[config.mk]
export PLATFORM = sky130hd
export DESIGN_NAME = mshr_replay_issue
export DESIGN_NICKNAME = d
export VERILOG_FILES = /design/src/rtl/mshr_replay_issue.sv
export SDC_FILE = /design/constraint.sdc
export NUM_CORES = 1
export LEC_CHECK = 0
export ABC_AREA = 1
export CAP_MARGIN = 5
export CORE_UTILIZATION = 38
export DETAILED_ROUTE_END_ITERATION = 10
export PLACE_DENSITY = 0.77
export SETUP_SLACK_MARGIN = 0.3
export SLEW_MARGIN = 40
export SYNTH_ARGS = -nofsm -noshare
export SYNTH_HDL_FRONTEND = slang
export SYNTH_SLANG_ARGS = --single-unit
[constraint.sdc]
create_clock -name clk -period 1.65 [get_ports clk]
set_clock_uncertainty 0.2 [all_clocks]
set_input_delay 0.165 -clock clk [delete_from_list [all_inputs] [get_ports clk]]
set_output_delay 0.165 -clock clk [all_outputs]
set_load 0.01 [all_outputs]
[src/rtl/mshr_replay_issue.sv]
// mshr_replay_issue
//
// Drains the MSHR replay queue after a refill completes. Each queued
// secondary request is popped in order. Write-type commands fetch their
// store data from the store-data queue (SDQ). Every surviving request is
// then presented to the dcache pipeline as a replay, tagged with the way
// that the refill wrote. The SDQ slot of a write is returned once its
// replay is accepted, or once it is dropped because it was killed.
//
// Ports
//   clk, reset_n          clock, asynchronous active-low reset
//   start, start_way_en   refill-complete pulse and the refilled way (one-hot)
//   busy, done            session active / one-cycle drain pulse
//   q_deq_*, q_*          replay queue head handshake and fields
//   sdq_rd_en/addr/data   SDQ read port (data arrives one cycle after en)
//   rp_valid/ready, rp_*  replay request to the data/meta pipeline
//   sdq_free_valid/id     SDQ slot release
module mshr_replay_issue #(
    parameter int ADDR_W   = 40,
    parameter int TAG_W    = 9,
    parameter int SDQ_ID_W = 5,
    parameter int DATA_W   = 64,
    parameter int WAYS     = 4
) (
    input  logic                clk,
    input  logic                reset_n,

    input  logic                start,
    input  logic [WAYS-1:0]     start_way_en,
    output logic                busy,
    output logic                done,

    input  logic                q_deq_valid,
    output logic                q_deq_ready,
    input  logic [ADDR_W-1:0]   q_addr,
    input  logic [TAG_W-1:0]    q_tag,
    input  logic [4:0]          q_cmd,
    input  logic [2:0]          q_typ,
    input  logic                q_kill,
    input  logic                q_phys,
    input  logic [SDQ_ID_W-1:0] q_sdq_id,

    output logic                sdq_rd_en,
    output logic [SDQ_ID_W-1:0] sdq_rd_addr,
    input  logic [DATA_W-1:0]   sdq_rd_data,

    output logic                rp_valid,
    input  logic                rp_ready,
    output logic [ADDR_W-1:0]   rp_addr,
    output logic [TAG_W-1:0]    rp_tag,
    output logic [4:0]          rp_cmd,
    output logic [2:0]          rp_typ,
    output logic                rp_phys,
    output logic [WAYS-1:0]     rp_way_en,
    output logic [DATA_W-1:0]   rp_data,

    output logic                sdq_free_valid,
    output logic [SDQ_ID_W-1:0] sdq_free_id
);

    typedef enum logic [1:0] {
        IDLE  = 2'd0,
        POP   = 2'd1,
        DATA  = 2'd2,
        ISSUE = 2'd3
    } state_t;

    state_t              state;
    logic [WAYS-1:0]     way_en_r;
    logic [ADDR_W-1:0]   addr_r;
    logic [TAG_W-1:0]    tag_r;
    logic [4:0]          cmd_r;
    logic [2:0]          typ_r;
    logic                kill_r;
    logic                phys_r;
    logic [SDQ_ID_W-1:0] sdq_id_r;
    logic [DATA_W-1:0]   data_r;
    logic                done_r;

    // Plain stores (M_XWR) and every AMO (cmd[3]) carry data in the SDQ.
    function automatic logic is_write(input logic [4:0] cmd);
        return (cmd == 5'h01) | cmd[3];
    endfunction

    logic head_pop;
    logic head_is_write;

    assign head_pop      = (state == POP) && q_deq_valid;
    assign head_is_write = is_write(q_cmd);

    always_ff @(posedge clk or negedge reset_n) begin
        if (!reset_n) begin
            state    <= IDLE;
            way_en_r <= '0;
            addr_r   <= '0;
            tag_r    <= '0;
            cmd_r    <= '0;
            typ_r    <= '0;
            kill_r   <= 1'b0;
            phys_r   <= 1'b0;
            sdq_id_r <= '0;
            data_r   <= '0;
            done_r   <= 1'b0;
        end else begin
            done_r <= 1'b0;
            case (state)
                IDLE: begin
                    if (start) begin
                        way_en_r <= start_way_en;
                        state    <= POP;
                    end
                end
                POP: begin
                    if (!q_deq_valid) begin
                        done_r <= 1'b1;
                        state  <= IDLE;
                    end else begin
                        addr_r   <= q_addr;
                        tag_r    <= q_tag;
                        cmd_r    <= q_cmd;
                        typ_r    <= q_typ;
                        kill_r   <= q_kill;
                        phys_r   <= q_phys;
                        sdq_id_r <= q_sdq_id;
                        if (head_is_write) begin
                            // Killed writes still go through DATA so the
                            // SDQ slot they hold gets released.
                            state <= DATA;
                        end else if (q_kill) begin
                            state <= POP;
                        end else begin
                            data_r <= '0;
                            state  <= ISSUE;
                        end
                    end
                end
                DATA: begin
                    data_r <= sdq_rd_data;
                    state  <= kill_r ? POP : ISSUE;
                end
                ISSUE: begin
                    if (rp_ready) begin
                        state <= POP;
                    end
                end
                default: state <= IDLE;
            endcase
        end
    end

    // Outputs decoded from the state register so that an asynchronous
    // reset drops them immediately.
    assign busy        = (state != IDLE);
    assign done        = done_r;
    assign q_deq_ready = (state == POP);

    assign sdq_rd_en   = head_pop && head_is_write;
    assign sdq_rd_addr = sdq_rd_en ? q_sdq_id : '0;

    assign rp_valid  = (state == ISSUE);
    assign rp_addr   = addr_r;
    assign rp_tag    = tag_r;
    assign rp_cmd    = cmd_r;
    assign rp_typ    = typ_r;
    assign rp_phys   = phys_r;
    assign rp_way_en = way_en_r;
    assign rp_data   = data_r;

    // Only un-killed entries reach ISSUE, so the slot is released there on
    // acceptance, or in DATA when the entry was killed.
    assign sdq_free_valid = ((state == DATA) && kill_r) ||
                            ((state == ISSUE) && rp_ready && is_write(cmd_r));
    assign sdq_free_id    = sdq_free_valid ? sdq_id_r : '0;

endmodule

==> summary.txt, run 1 <==
Synthesis
  – Top cell type's share of synthesized area: 56.1%
  – Synthesized cell area: 6020 µm²
  – Yosys top cell by area: dfrtp_1
  – Syn Inst Count: 746
  – Total of warnings raised by yosys: 0
  – Yosys reg bits: 135
  – Area contributors post-synth: dfrtp_1, nand2_1, inv_1
  – Syn Nets: 887
  – Mapped Avg Cell Area: 8.08 µm²
  – Sequential area share after synthesis: 56.1%
  – Synth cell types: 22

Global route
  – Total global routing overflow: 0
  – Overall track demand over capacity in global routing: 25.0%
  – Initial antenna violation count: 0
  – Largest net degree at the start of global routing: 57
  – First-pass GRT wire length: 31200 µm
  – Vias in the first global route: 6073

Setup path
  – Worst Setup End Kind: output pin
  – WP buf/inv: 3
  – Crit path max-delay family: flip-flops
  – Critical Path RT: 1280 ps
  – Crit path DAT: 1630 ps
  – CP Cell Sequence: inv_2 -> ha_4 -> nand2_4 -> buf_12 -> a21oi_2 -> buf_2
  – Setup slack, reg-to-reg: -310 ps
  – Setup Crit Path Kind: flop to output pin
  – Critical Path Source Type: flop
  – Top fanout value on the critical path: 4
  – CP max-delay cell: dfrtp_2
  – Slowest cell delay on critical path: 440 ps

Timing
  – Final hold slack: 14.5 ps
  – # setup viols final: 144
  – Count of pins over their slew limit: 0
  – Setup WS post-layout: -340 ps
  – Rel. slew slack: 70.9%
  – Fin. Hold Viols: 0
  – Minimum clock period: 1990 ps
  – RSZ-0062 raised after global routing: yes
  – Slew @ Worst Pin: 436 ps
  – Fmax: 502 MHz
  – Post-route clock period utilization: 121%

Clocking
  – CTS max path bufs: 2
  – Worst skew pair latency: 410 ps
  – Worst-path clk slew: 60 ps
  – CTS Buf Count: 17
  – Clock sink count: 135
  – CTS tree: done
  – H-tree depth: 4
  – Root buffer cell: clkbuf_16

Floorplan
  – Die height: 128 µm
  – Die Span X: 128 µm
  – Initial Utilization: 39.3%
  – Full die area: 16400 µm²
  – IO Pins: 279
  – Number of core rows: 45
  – Core Box Area: 15300 µm²

Drt
  – Post-route DRC: 0
  – Routed wire length: 21600 µm
  – Average wire per standard cell: 16.2 µm
  – Routed via count: 6215
  – ANT nets after route: 0
  – Vias per inst: 4.68
  – DRC marker count from the first detailed-route iteration: 260
  – First-pass detailed-route iteration total: 4

Finish
  – Final std cells w/o fill: 1329
  – Ant diodes: 0
  – Proportion of layout cells with a drive suffix above 1: 37.1%
  – Layout area overhead: 79.1%
  – Non-Filler Cell Area, Final: 10800 µm²
  – Most frequent cells in the layout: nand2_1, clkdlybuf4s50_1, dfrtp_1
  – Nets: 1248
  – Most common cell after layout, fill and taps aside: nand2_1

Power and ir drop
  – Power per standard cell area: 1660 nW/µm²
  – Peak supply drop: 0.00106 V
  – Static leakage: 6.17 nW

Status
  – Failing checks: setup timing
  – Status: finished, violations left

Placed design
  – I/O Buffers: 278
  – RePlAce Congestion: 0.787
  – Dpl cells: 1230
  – Hpwl dp: 12100 µm
  – Placed instance area: 9230 µm²

Hold path
  – Hold WC Path Type: input pin to async pin

Flow run
  – MaxCap Viol Count: 0
==> power by group <==
part / switching, mW / leakage, nW / internal (mW)
clock: 1.41 / 0.289 / 2.48
combinational: 4.27 / 4.12 / 4.46
sequential: 0.755 / 1.76 / 4.52
total: 6.44 / 6.17 / 11.5
==> cell usage after synthesis (all sizes together) <==
library cell  count
nand3b            1
inv              81
clkbuf           12
ha                4
clkinv            1
or2               1
nand2           385
buf              28
a21boi            1
mux2              4
a21oi            12
nand3            66
dfrtp           135
nor2              7
o21ai             8
==> through the flow <==
step	TNS, ps	power [mW]	util [%]	worst slack (ps)
after floorplan	-61.6	8.12	-	-2.51
after global placement	-33160	11.7	60.3	-475
final	-31730	17.9	70.5	-340
after global routing	-41630	18.9	70.5	-410
after CTS	-25310	16.5	65.6	-307
after detailed placement	-36480	11.8	60.3	-482
==> worst reg2reg max path: stages (launching register included) <==
cell,delay (ps)
dfrtp_2,440
inv_2,90
ha_4,140
nand2_4,70
buf_8,130
nor2_4,110
nand3_4,180
nand2_8,170
bufbuf_16,270
nand2_1,50
nand2_1,50
==> state kept, by name, indices dropped and copies added (netlist names) <==
name / count
rp_typ: 3
rp_cmd: 5
state: 2
rp_addr: 40
done: 1
rp_tag: 9
rp_data: 64
rp_phys: 1
kill_r: 1
sdq_id_r: 5
rp_way_en: 4
==> per-layer routing <==
metal | part of all wire, % | GRT usage, %
met3 | 8.2 | 7.80
met5 | 0 | 0
met4 | 2.7 | 9.07
met1 | 39 | 29.5
met2 | 50 | 42.7
==> final cells by class <==
cell class              count  area (µm²)
repair buffers            381        3630
well taps                 211         264
clock inverters             7         120
flip-flops and latches    135        3380
clock buffers              23         478
fillers                  1165        4520
inverters                  82         315
multi-input cells         490        2600
==> cell families (layout without fill, tap and decap cells) <==
| group | count (synthesis) | count (layout) | share of synthesized area [%] |
|---|---|---|---|
| and+or+nand+nor | 460 | 461 | 31.3 |
| DFF | 135 | 135 | 56.1 |
| muxes | 4 | 4 | 0.748 |
| adders and majority gates | 4 | 4 | 0.831 |
| buffers and inverters | 122 | 493 | 9.22 |
| AOI/OAI and AO/OA | 21 | 21 | 1.79 |
==> what timing repair did <==
item / in CTS / in global routing
pin swaps: 12 / 23
resized for setup: 645 / 141
hold endpoints to repair: 135 / 0
hold buffers: 1 / 0
setup buffers: 29 / 18
gates cloned: 15 / 6
setup endpoints to repair: 275 / 167
==> path summary, 6_finish.rpt <==
| path | start | to | depth (start not counted) |
|---|---|---|---|
| min | reset_n | rp_data[55] | 2 |
| min reg2reg | rp_addr[32] | rp_addr[32] | 2 |
| max reg2reg | state[1] | rp_data[58] | 10 |
| max | state[0] | sdq_free_id[2] | 6 |
| max in group asynchronous | reset_n | rp_cmd[2] | 3 |
| min in group clk | q_addr[21] | rp_addr[21] | 3 |
No activity file was read; power rests on OpenSTA's default activity.
==> run 2: changes to the inputs <==
--- a/config.mk
+++ b/config.mk
@@ -5,11 +5,11 @@
 export SDC_FILE = /design/constraint.sdc
 export NUM_CORES = 1
 export LEC_CHECK = 0
-export ABC_AREA = 1
+export ABC_AREA = 0
 export CAP_MARGIN = 5
-export CORE_UTILIZATION = 38
+export CORE_UTILIZATION = 35
 export DETAILED_ROUTE_END_ITERATION = 10
-export PLACE_DENSITY = 0.77
+export PLACE_DENSITY = 0.75
 export SETUP_SLACK_MARGIN = 0.3
 export SLEW_MARGIN = 40
 export SYNTH_ARGS = -nofsm -noshare
==> summary.txt, run 2 <==
Status
  – Status: finished, violations left (unchanged)
  – Failing checks: hold timing, setup timing (was setup timing)

Finish
  – Most common cell after layout, fill and taps aside: clkdlybuf4s50_1 (was nand2_1)
  – Most frequent cells in the layout: clkdlybuf4s50_1, dfrtp_1, nand2_1 (was nand2_1, clkdlybuf4s50_1, dfrtp_1)
  – Ant diodes: 0 (unchanged)
  – Post-Route Utilization: 73.7% (was 70.5%)
  – Fillers: 919 (was 1165)
  – Nets: 1028 (was 1248)
  – Largest register FFs: 64 (unchanged)
  – Layout area overhead: 106% (was 79.1%)
  – Non-Filler Cell Area, Final: 10700 µm² (was 10800 µm²)
  – Proportion of layout cells with a drive suffix above 1: 48.3% (was 37.1%)

Floorplan
  – Initial Utilization: 35.7% (was 39.3%)
  – Die Span X: 124 µm (was 128 µm)
  – Core Box Area: 14500 µm² (was 15300 µm²)
  – Full die area: 15300 µm² (was 16400 µm²)
  – Number of core rows: 44 (was 45)
  – IO Pins: 279 (unchanged)
  – Die height: 124 µm (was 128 µm)

Placed design
  – I/O Buffers: 278 (unchanged)
  – RePlAce Congestion: 0.780 (was 0.787)
  – Placed instance area: 8410 µm² (was 9230 µm²)
  – Hpwl dp: 11700 µm (was 12100 µm)

Timing
  – Fmax: 463 MHz (was 502 MHz)
  – Slew @ Worst Pin: 615 ps (was 436 ps)
  – Final hold slack: -14.4 ps (was 14.5 ps)
  – Post-route clock period utilization: 131% (was 121%)
  – RSZ-0062 raised after global routing: yes (unchanged)
  – Minimum clock period: 2160 ps (was 1990 ps)
  – # setup viols final: 149 (was 144)
  – Count of pins over their slew limit: 0 (unchanged)
  – Rel. slew slack: 58.8% (was 70.9%)
  – Setup WS post-layout: -510 ps (was -340 ps)
  – Fin. Hold Viols: 23 (was 0)

Global route
  – Total global routing overflow: 0 (unchanged)
  – First-pass GRT wire length: 29500 µm (was 31200 µm)
  – Largest net degree at the start of global routing: 51 (was 57)
  – Overall track demand over capacity in global routing: 26.3% (was 25.0%)
  – Vias in the first global route: 5481 (was 6073)
  – Initial antenna violation count: 0 (unchanged)

Power and ir drop
  – Gate power share: 51.6% (was 48.7%)
  – Switching Share: 34.5% (was 36.0%)
  – Flop pwr share: 28.7% (was 29.5%)
  – Power per standard cell area: 1880 nW/µm² (was 1660 nW/µm²)
  – Int Pwr: 13.1 mW (was 11.5 mW)
  – Psw: 6.90 mW (was 6.44 mW)
  – Clk network pwr share: 19.8% (was 21.8%)
  – Peak supply drop: 0.00118 V (was 0.00106 V)
  – Static leakage: 5.44 nW (was 6.17 nW)

Synthesis
  – Top cell type's share of synthesized area: 65.3% (was 56.1%)
  – Yosys top cell by area: dfrtp_1 (unchanged)
  – Synthesized cell area: 5170 µm² (was 6020 µm²)
  – Syn Inst Count: 466 (was 746)
  – Post-synth EDFFs: 0 (unchanged)
  – Synth cell types: 28 (was 22)
  – Sequential area share after synthesis: 65.3% (was 56.1%)
  – Syn Nets: 607 (was 887)
  – Area contributors post-synth: dfrtp_1, nand2_1, a22o_1 (was dfrtp_1, nand2_1, inv_1)
  – Mapped Avg Cell Area: 11.1 µm² (was 8.08 µm²)
  – Yosys reg bits: 135 (unchanged)
  – Ys async rst share: 100% (unchanged)
  – Cell with the most instances after synthesis: nand2_1 (unchanged)
  – Synth top cells by count: nand2_1, dfrtp_1, a22o_1 (was nand2_1, dfrtp_1, inv_1)
  – Total of warnings raised by yosys: 0 (unchanged)
  – Top_reg_cell synth: dfrtp_1 (unchanged)

Setup path
  – Worst Setup End Kind: flop (was output pin)
  – Top fanout value on the critical path: 6 (was 4)
  – Critical Path RT: 1760 ps (was 1280 ps)
  – Critical Path Source Type: flop (unchanged)
  – Crit path DAT: 2270 ps (was 1630 ps)
  – Setup Crit Path Kind: flop to flop (was flop to output pin)

Clocking
  – Root buffer cell: clkbuf_16 (unchanged)
  – Worst-path clk slew: 60 ps (about the same)
  – CTS Buf Count: 17 (unchanged)
  – Worst skew pair latency: 410 ps (about the same)
  – CTS max path bufs: 2 (unchanged)
  – Clock sink count: 135 (unchanged)
  – CTS tree: done (unchanged)
  – H-tree depth: 4 (unchanged)

Drt
  – Post-route DRC: 0 (unchanged)
  – Routed via count: 5399 (was 6215)
  – Average wire per standard cell: 20.6 µm (was 16.2 µm)
  – ANT nets after route: 0 (unchanged)
  – First-pass detailed-route iteration total: 5 (was 4)
  – DRC marker count from the first detailed-route iteration: 274 (was 260)
  – Routed wire length: 22300 µm (was 21600 µm)
  – Vias per inst: 4.98 (was 4.68)

Flow run
  – MaxCap Viol Count: 0 (unchanged)

Hold path
  – Hold WC Path Type: input pin to async pin (unchanged)
## run 2: changes by cell type after synthesis, moves of 10 or more
cell | previous run | this run
a21oi_1 | 12 | 2
nand3_1 | 55 | 0
a22o_1 | 0 | 64
inv_1 | 81 | 5
nand3_2 | 11 | 0
nand2_1 | 383 | 196
## run 2: worst paths after layout
path / start / endpoint / slack [ps] / cells after the start
setup / recovery: state[1] / rp_data[18] / -510 / 8
hold / removal: reset_n / rp_data[49] / -10 / 2
setup reg to reg: state[1] / rp_data[18] / -510 / 8
hold reg to reg: rp_addr[24] / rp_addr[24] / 270 / 2
max in group asynchronous: reset_n / rp_addr[14] / 680 / 3
min in group clk: q_tag[5] / rp_tag[5] / 80 / 3
## run 2: power groups by stage
stage               Combinational, mW  Clock, mW  Sequential [mW]
floorplan                        2.54          0             6.28
global placement                 7.11          0             5.64
detailed placement               7.34          0             5.72
CTS                              8.55       3.98             5.62
global route                     11.0       4.16             5.92
finish                           10.3       3.96             5.74
## run 2: stage by stage
stage | hold WS [ps] | worst slack, ps | cells | power [mW] | TNS (ps)
global placement | -143 | -523 | 936 | 12.8 | -44480
floorplan | -331 | -163 | 466 | 8.82 | -9910
global route | 17.3 | -543 | 1084 | 21.0 | -53150
detailed placement | -142 | -573 | 936 | 13.1 | -48160
finish | -14.4 | -510 | 1084 | 20.0 | -47710
CTS | -20.0 | -461 | 1043 | 18.2 | -37010
## run 2: layout make-up
cell class / count / area [µm²] / share of cell area, %
clock buffers: 21 / 470 / 4.41
inverters: 5 / 21.3 / 0.199
multi-input cells: 300 / 2190 / 20.5
well taps: 184 / 230 / 2.16
clock inverters: 11 / 146 / 1.37
flip-flops and latches: 135 / 3380 / 31.7
repair buffers: 428 / 4240 / 39.7
## run 2: cells by family (layout without fill, tap and decap cells)
| kind of cell | after synthesis | in the layout | synth area share [%] |
|---|---|---|---|
| flops | 135 | 135 | 65.3 |
| buf+inv | 32 | 465 | 3.41 |
| fa+ha+maj | 4 | 4 | 0.967 |
| compound gates | 79 | 80 | 13.2 |
| mux | 4 | 4 | 0.870 |
| simple gates | 212 | 212 | 16.3 |
## run 2: repair_timing
item	in CTS	in global routing
pin swaps	67	40
hold endpoints to repair	135	0
hold buffers	1	0
resized for setup	696	120
setup endpoints to repair	276	193
buffers inserted	56	34
cloned	18	7
## run 2: critical path, cell delays in order, from the launching register on
cell     delay, ps
dfrtp_2        440
inv_2           90
ha_4           150
buf_6          110
nand2_8         60
o41a_4         470
buf_12         170
buf_16         130
a22o_1         230
## run 2: per-layer routing
layer  track usage, %  part of all wire (%)
met2             47.5                    53
met5                0                     0
met3             7.74                   8.2
met4             11.4                   2.9
met1             28.2                    36
